## config.mk

```make
export PLATFORM = sky130hd
export DESIGN_NAME = ifu_fetch
export DESIGN_NICKNAME = d
export VERILOG_FILES = /design/src/rtl/ifu_fetch.sv
export SDC_FILE = /design/constraint.sdc
export NUM_CORES = 1
export LEC_CHECK = 0
export BUFFER_PORTS_ARGS = -buffer_cell sky130_fd_sc_hd__buf_2
export CAP_MARGIN = 5
export CORE_MARGIN = 4
export CORE_UTILIZATION = 57
export CTS_CLUSTER_DIAMETER = 50
export DETAILED_ROUTE_END_ITERATION = 12
export GPL_TIMING_DRIVEN = 0
export PLACE_DENSITY_LB_ADDON = 0.08
export SLEW_MARGIN = 20
export SYNTH_ARGS = -nofsm -noshare
export SYNTH_HDL_FRONTEND = slang
export SYNTH_SLANG_ARGS = --single-unit
```

## constraint.sdc

```tcl
create_clock -name clk -period 4.2 [get_ports clk]
set_input_delay 0.84 -clock clk [delete_from_list [all_inputs] [get_ports clk]]
set_output_delay 0.84 -clock clk [all_outputs]
set_load 0.05 [all_outputs]
```

## src/rtl/ifu_fetch.sv

```systemverilog
// ifu_fetch
// Instruction fetch unit and owner of the program counter. It issues word
// reads on the instruction bus (req/gnt/rvalid) and tracks up to two
// outstanding requests. Returned words are buffered with their addresses in
// a 2-entry FIFO. The FIFO head goes to the IF/ID register over a valid/ready
// handshake. A jump from EX flushes the FIFO, discards in-flight responses
// and redirects fetch.
//
// Ports:
//   clk            clock; all state updates on the rising edge
//   rst            synchronous active-low reset
//   ibus_req_o     read request valid
//   ibus_addr_o    read address (current pc), word aligned
//   ibus_gnt_i     request accepted this cycle
//   ibus_rvalid_i  read data valid; responses return in request order
//   ibus_rdata_i   read data
//   jump_flag_i    redirect request from EX
//   jump_addr_i    redirect target; the low two bits are ignored
//   inst_valid_o   FIFO head valid
//   inst_ready_i   decode side accepts the head
//   inst_o         head instruction; NOP when empty
//   inst_addr_o    head address; 0 when empty
module ifu_fetch #(
  parameter logic [31:0] RESET_ADDR = 32'h0000_0000,
  parameter int unsigned DEPTH      = 2
) (
  input  logic        clk,
  input  logic        rst,
  output logic        ibus_req_o,
  output logic [31:0] ibus_addr_o,
  input  logic        ibus_gnt_i,
  input  logic        ibus_rvalid_i,
  input  logic [31:0] ibus_rdata_i,
  input  logic        jump_flag_i,
  input  logic [31:0] jump_addr_i,
  output logic        inst_valid_o,
  input  logic        inst_ready_i,
  output logic [31:0] inst_o,
  output logic [31:0] inst_addr_o
);

  localparam logic [31:0] NOP     = 32'h0000_0013;
  localparam logic [2:0]  CREDITS = 3'(DEPTH);

  // Program counter
  logic [31:0] pc_q, pc_d;

  // Tag queue: addresses of granted requests whose data has not returned yet.
  // Entry 0 is always the oldest.
  logic [31:0] tag_q [2];
  logic [31:0] tag_d [2];
  logic [1:0]  outCnt_q, outCnt_d;

  // Number of in-flight responses still to be thrown away after a jump
  logic [1:0]  dCnt_q, dCnt_d;

  // Instruction FIFO; entry 0 is the head presented to decode
  logic [31:0] fAddr_q [2];
  logic [31:0] fAddr_d [2];
  logic [31:0] fInst_q [2];
  logic [31:0] fInst_d [2];
  logic [1:0]  fCnt_q, fCnt_d;

  logic        popHead;
  logic        grantFire;
  logic        rspFire;
  logic        keepRsp;
  logic [2:0]  creditUsed;

  // Handshake decode. A slot is counted as used if it is buffered or still in
  // flight on the bus, so a request is only made when its response is
  // guaranteed a FIFO entry. The head popped this cycle already frees its slot,
  // which is what allows one instruction per cycle with ready held high.
  always_comb begin
    popHead    = (fCnt_q != 2'd0) & inst_ready_i & ~jump_flag_i;
    creditUsed = {1'b0, fCnt_q} + {1'b0, outCnt_q} - {2'b00, popHead};
    ibus_req_o = rst & ~jump_flag_i & (creditUsed < CREDITS);
    grantFire  = ibus_req_o & ibus_gnt_i;
    // A response with nothing outstanding is a bus protocol error; ignore it.
    rspFire    = ibus_rvalid_i & (outCnt_q != 2'd0);
    keepRsp    = rspFire & (dCnt_q == 2'd0) & ~jump_flag_i;
  end

  // Next-state logic. Pops are applied before pushes so that a pop, a push
  // and a grant in the same cycle all land in the right slots.
  always_comb begin
    pc_d     = pc_q;
    tag_d    = tag_q;
    outCnt_d = outCnt_q;
    dCnt_d   = dCnt_q;
    fAddr_d  = fAddr_q;
    fInst_d  = fInst_q;
    fCnt_d   = fCnt_q;

    if (jump_flag_i) begin
      pc_d = jump_addr_i & 32'hFFFF_FFFC;
    end else if (grantFire) begin
      pc_d = pc_q + 32'd4;
    end

    if (rspFire) begin
      tag_d[0] = tag_q[1];
      outCnt_d = outCnt_q - 2'd1;
    end
    if (grantFire) begin
      tag_d[outCnt_d[0]] = pc_q;
      outCnt_d           = outCnt_d + 2'd1;
    end

    // Every response still in flight at the jump belongs to the old path,
    // except the one arriving in the jump cycle itself, which is dropped here.
    if (jump_flag_i) begin
      dCnt_d = outCnt_q - {1'b0, rspFire};
    end else if (rspFire && (dCnt_q != 2'd0)) begin
      dCnt_d = dCnt_q - 2'd1;
    end

    if (jump_flag_i) begin
      fCnt_d = 2'd0;
    end else begin
      if (popHead) begin
        fAddr_d[0] = fAddr_q[1];
        fInst_d[0] = fInst_q[1];
        fCnt_d     = fCnt_q - 2'd1;
      end
      if (keepRsp) begin
        fAddr_d[fCnt_d[0]] = tag_q[0];
        fInst_d[fCnt_d[0]] = ibus_rdata_i;
        fCnt_d             = fCnt_d + 2'd1;
      end
    end
  end

  always_ff @(posedge clk) begin
    if (!rst) begin
      pc_q     <= {RESET_ADDR[31:2], 2'b00};
      tag_q    <= '{default: '0};
      outCnt_q <= 2'd0;
      dCnt_q   <= 2'd0;
      fAddr_q  <= '{default: '0};
      fInst_q  <= '{default: '0};
      fCnt_q   <= 2'd0;
    end else begin
      pc_q     <= pc_d;
      tag_q    <= tag_d;
      outCnt_q <= outCnt_d;
      dCnt_q   <= dCnt_d;
      fAddr_q  <= fAddr_d;
      fInst_q  <= fInst_d;
      fCnt_q   <= fCnt_d;
    end
  end

  assign ibus_addr_o  = pc_q;
  assign inst_valid_o = (fCnt_q != 2'd0);
  assign inst_o       = inst_valid_o ? fInst_q[0] : NOP;
  assign inst_addr_o  = inst_valid_o ? fAddr_q[0] : 32'd0;

endmodule

```

==> summary.md <==
| Metric | Value |
|---|---|
| Outcome | complete, no violations |
| X dimension of the die | approximately 140 µm |
| Ranking of synthesized cells by area | dfxtp_1 44%, nand2_1 13%, a21oi_1 8.0% |
| Number of antenna violations at the first check in global routing | 0 |
| Count of buffers inserted at the top-level ports | about 160 |
| Power, Total | 6.16 mW |
| Register Area | 4560 µm² |
| Site Rows | 48 |
| Violation count after the first detailed-routing iteration | ~680 |
| Post-synthesis async set-or-reset flop share | 0% |
| Share of power burned in registers | between 40% and 50% |
| Residual overflow from global routing | 0 |
| Post-route ant nets | 0 |
| Fin cells | about 1.8k |
| Worst EP required | about 3.4 ns |
| Core region area | 17500 µm² |
| Maximum fanout along the worst path | 10 |
| Time the worst path needs with I/O delays and setup | between 4 and 5 ns |
| Share of synthesized area occupied by flip-flops and latches | approximately 44% |
| Final setup fails | 0 |
| Mapped Cells | about 1.3k |
| CTS Buf Count | 26 |
| Clk_skew | ~0.01 ns |
| Number of vias after detailed routing | between 9k and 10k |
| Count of different cell masters after synthesis | 51 |
| Multi-input combinational cell area | about 5200 µm² |
| Wire length per cell after detailed routing | ~17 µm |
| Synthesized cell area | around 10000 µm² |
| Routed vias/inst | 5.66 |
| Slack of the critical path | roughly 0.19 ns |
| Number of warnings reported in the yosys synthesis log | 0 |
| Post-synthesis to final-layout area growth | 20.0% |
| Nets | roughly 1.6k |
| Worst hold path class | flop to flop |
| Final worst path period share | between 90% and 100% |
| Total power divided by cell area | approximately 500 nW/µm² |
| Initial cell density of the core | between 50% and 60% |
| Setup repair after global routing missed its margin | no |
| Flip-flop and latch count after synthesis | about 230 |
| Comb power frac | 19.7% |
| Sw power | approximately 1.9 mW |
| Most common cell after layout, fill and taps aside | nand2_1 |
| Cell internal power dissipation | roughly 4.3 mW |
| Final core utilization | between 70 and 80% |
| CTS tree | yes |
| Clock root buffer | clkbuf_16 |
| Worst Hold Margin | 0.445 ns |
| Wire length of the first global-routing pass | approximately 47000 µm |
| Clock network fraction of design power | about two fifths |
| Switching Share | ~31% |
| CTS max path bufs | 3 |
| Die height | roughly 140 µm |
| Cell leakage power | between 4 and 5 nW |
| Dominant synthesized flop cell | dfxtp_1 |
| Hold_buf cts | 0 |
| Worst slew pin tran | 0.851 ns |
| Mean area per synthesized cell | approximately 7.8 µm² |
| Clock-pin slew reported for the worst setup and hold paths after clock tree synthesis | 0.06 ns |
| Number of enable-type register cells in the synthesized netlist | 0 |
| Via count of the first global-routing pass | around 9.1k |
| Critical path endpoint category | output pin |
| H-tree depth | 1 |
| Die area | ~20000 µm² |
| Worst skew pair latency | 0.53 ns |
| Final wirelength | 29900 µm |
| Pin count of the biggest net entering global routing | 14 |
| Peak supply drop | around 0.33 mV |
| Crit path DAT | 3.17 ns |
| Max-capacitance violation count | 0 |
| Final hold violation count | 0 |
| Slew headroom | 42.8% |
| Startpoint types | flop |
| Commonest cells after routing, fill and taps aside | 350 x nand2_1, 228 x dfxtp_1, 189 x buf_2 |
| Final GP Congestion | about 0.92 |
| GRT Overall Usage | 28.2% |
| Area share of the largest cell type after synthesis | between 40% and 50% |
| Post-placement setup slack | -0.491 ns |
| Cell taking the most area after synthesis | dfxtp_1 |
| Remaining DRCs | 0 |
| Proportion of layout cells with a drive suffix above 1 | between 15 and 20% |
| Number of sinks on the clock net | approximately 230 |
| Number of iterations in the first detailed-routing pass | 5 |
| Highest clock rate | approximately 250 MHz |
| Cell total after placement | 1701 |
| Final-report max-slew violation count | 0 |
| Fill cell instance count of the final layout | roughly 1.5k |
| Number of I/O pins | between 150 and 200 |
| Classification of the worst setup path | flop to output pin |
| HPWL after DPL | between 20000 and 25000 µm |
synthesized netlist by cell type (all sizes together) (8+ instances only):
| cell | instances |
|---|---|
| nand3 | 18 |
| nor2b | 62 |
| a311oi | 69 |
| and3 | 19 |
| nand4 | 13 |
| xor2 | 17 |
| o21ai | 14 |
| buf | 31 |
| inv | 13 |
| nor2 | 103 |
| a21oi | 165 |
| xnor2 | 8 |
| dfxtp | 228 |
| o22ai | 36 |
| clkbuf | 79 |
| mux2i | 25 |
| nand2 | 350 |
metrics by stage:
step	instance area, µm²	TNS, ns
floorplan	10300	0
global placement	11400	-8.17
detailed placement	11400	-11.36
CTS	12300	0
global route	12300	0
finish	12300	0
metal layers:
layer  up-vias  wire length, µm  global-route usage [%]
met5         -                0                       0
met4         0              719                    9.09
met1      4562            12700                    36.9
li1       4894                -                       -
met2       390            14200                    48.0
met3        57             2290                    4.00
path summary, 6_finish.rpt:
check,end,startpoint,slack [ns],cells past startpoint
worst min register to register,tag_q[33]$_SDFF_PN0_,tag_q[1]$_SDFFE_PN0P_,0.45,2
worst max-delay path,ibus_req_o,fCnt_q[0]$_SDFF_PP0_,0.19,8
worst max register to register,ibus_addr_o[24]$_SDFFE_PN0P_,fCnt_q[0]$_SDFF_PP0_,0.24,12
worst min-delay path,tag_q[33]$_SDFF_PN0_,tag_q[1]$_SDFFE_PN0P_,0.45,2
cells by family (layout without fill, tap and decap cells):
| family | Yosys count | count (layout) | share of synthesized area [%] |
|---|---|---|---|
| flops | 228 | 228 | 44.4 |
| fa+ha+maj | 7 | 7 | 0.925 |
| mux | 25 | 25 | 2.44 |
| simple gates | 593 | 593 | 25.2 |
| other cells | 1 | 3 | 0.0365 |
| compound gates | 310 | 310 | 19.9 |
| xor+xnor | 25 | 25 | 2.13 |
| buf+inv | 123 | 335 | 4.89 |
power by group through the flow:
stage	clock (mW)	sequential (mW)	combinational [mW]
after detailed placement	0	2.56	1.19
after global placement	0	2.55	1.17
final	2.42	2.52	1.22
after CTS	2.44	2.52	1.20
after global routing	2.54	2.55	1.33
after floorplan	0	2.59	0.803
layout make-up:
class / count / area share, %
diodes: 1 / 0.0203
flip-flops and latches: 228 / 37.0
clock inverters: 10 / 1.39
inverters: 13 / 0.396
multi-input cells: 962 / 42.3
clock buffers: 38 / 6.21
well taps: 225 / 2.28
repair buffers: 165 / 6.76
plain buffers: 109 / 3.67
critical path: stages (launching register included):
cell and delay [ns]:
dfxtp_1 0.36, inv_1 0.11, ha_1 0.27, or3b_2 0.59, buf_2 0.23, nor2_1 0.18, fa_1 0.48, and3_1 0.20
clkbuf_4 0.22
timing repair:
action | 4_1_cts | 5_1_grt
endpoints found under the hold margin | 0 | 0
gates resized for setup | 1 | 4
setup buffers | 0 | 2
pin swaps | 0 | 1
setup endpoints to repair | 6 | 14
Power figures use the tool's default switching activity.
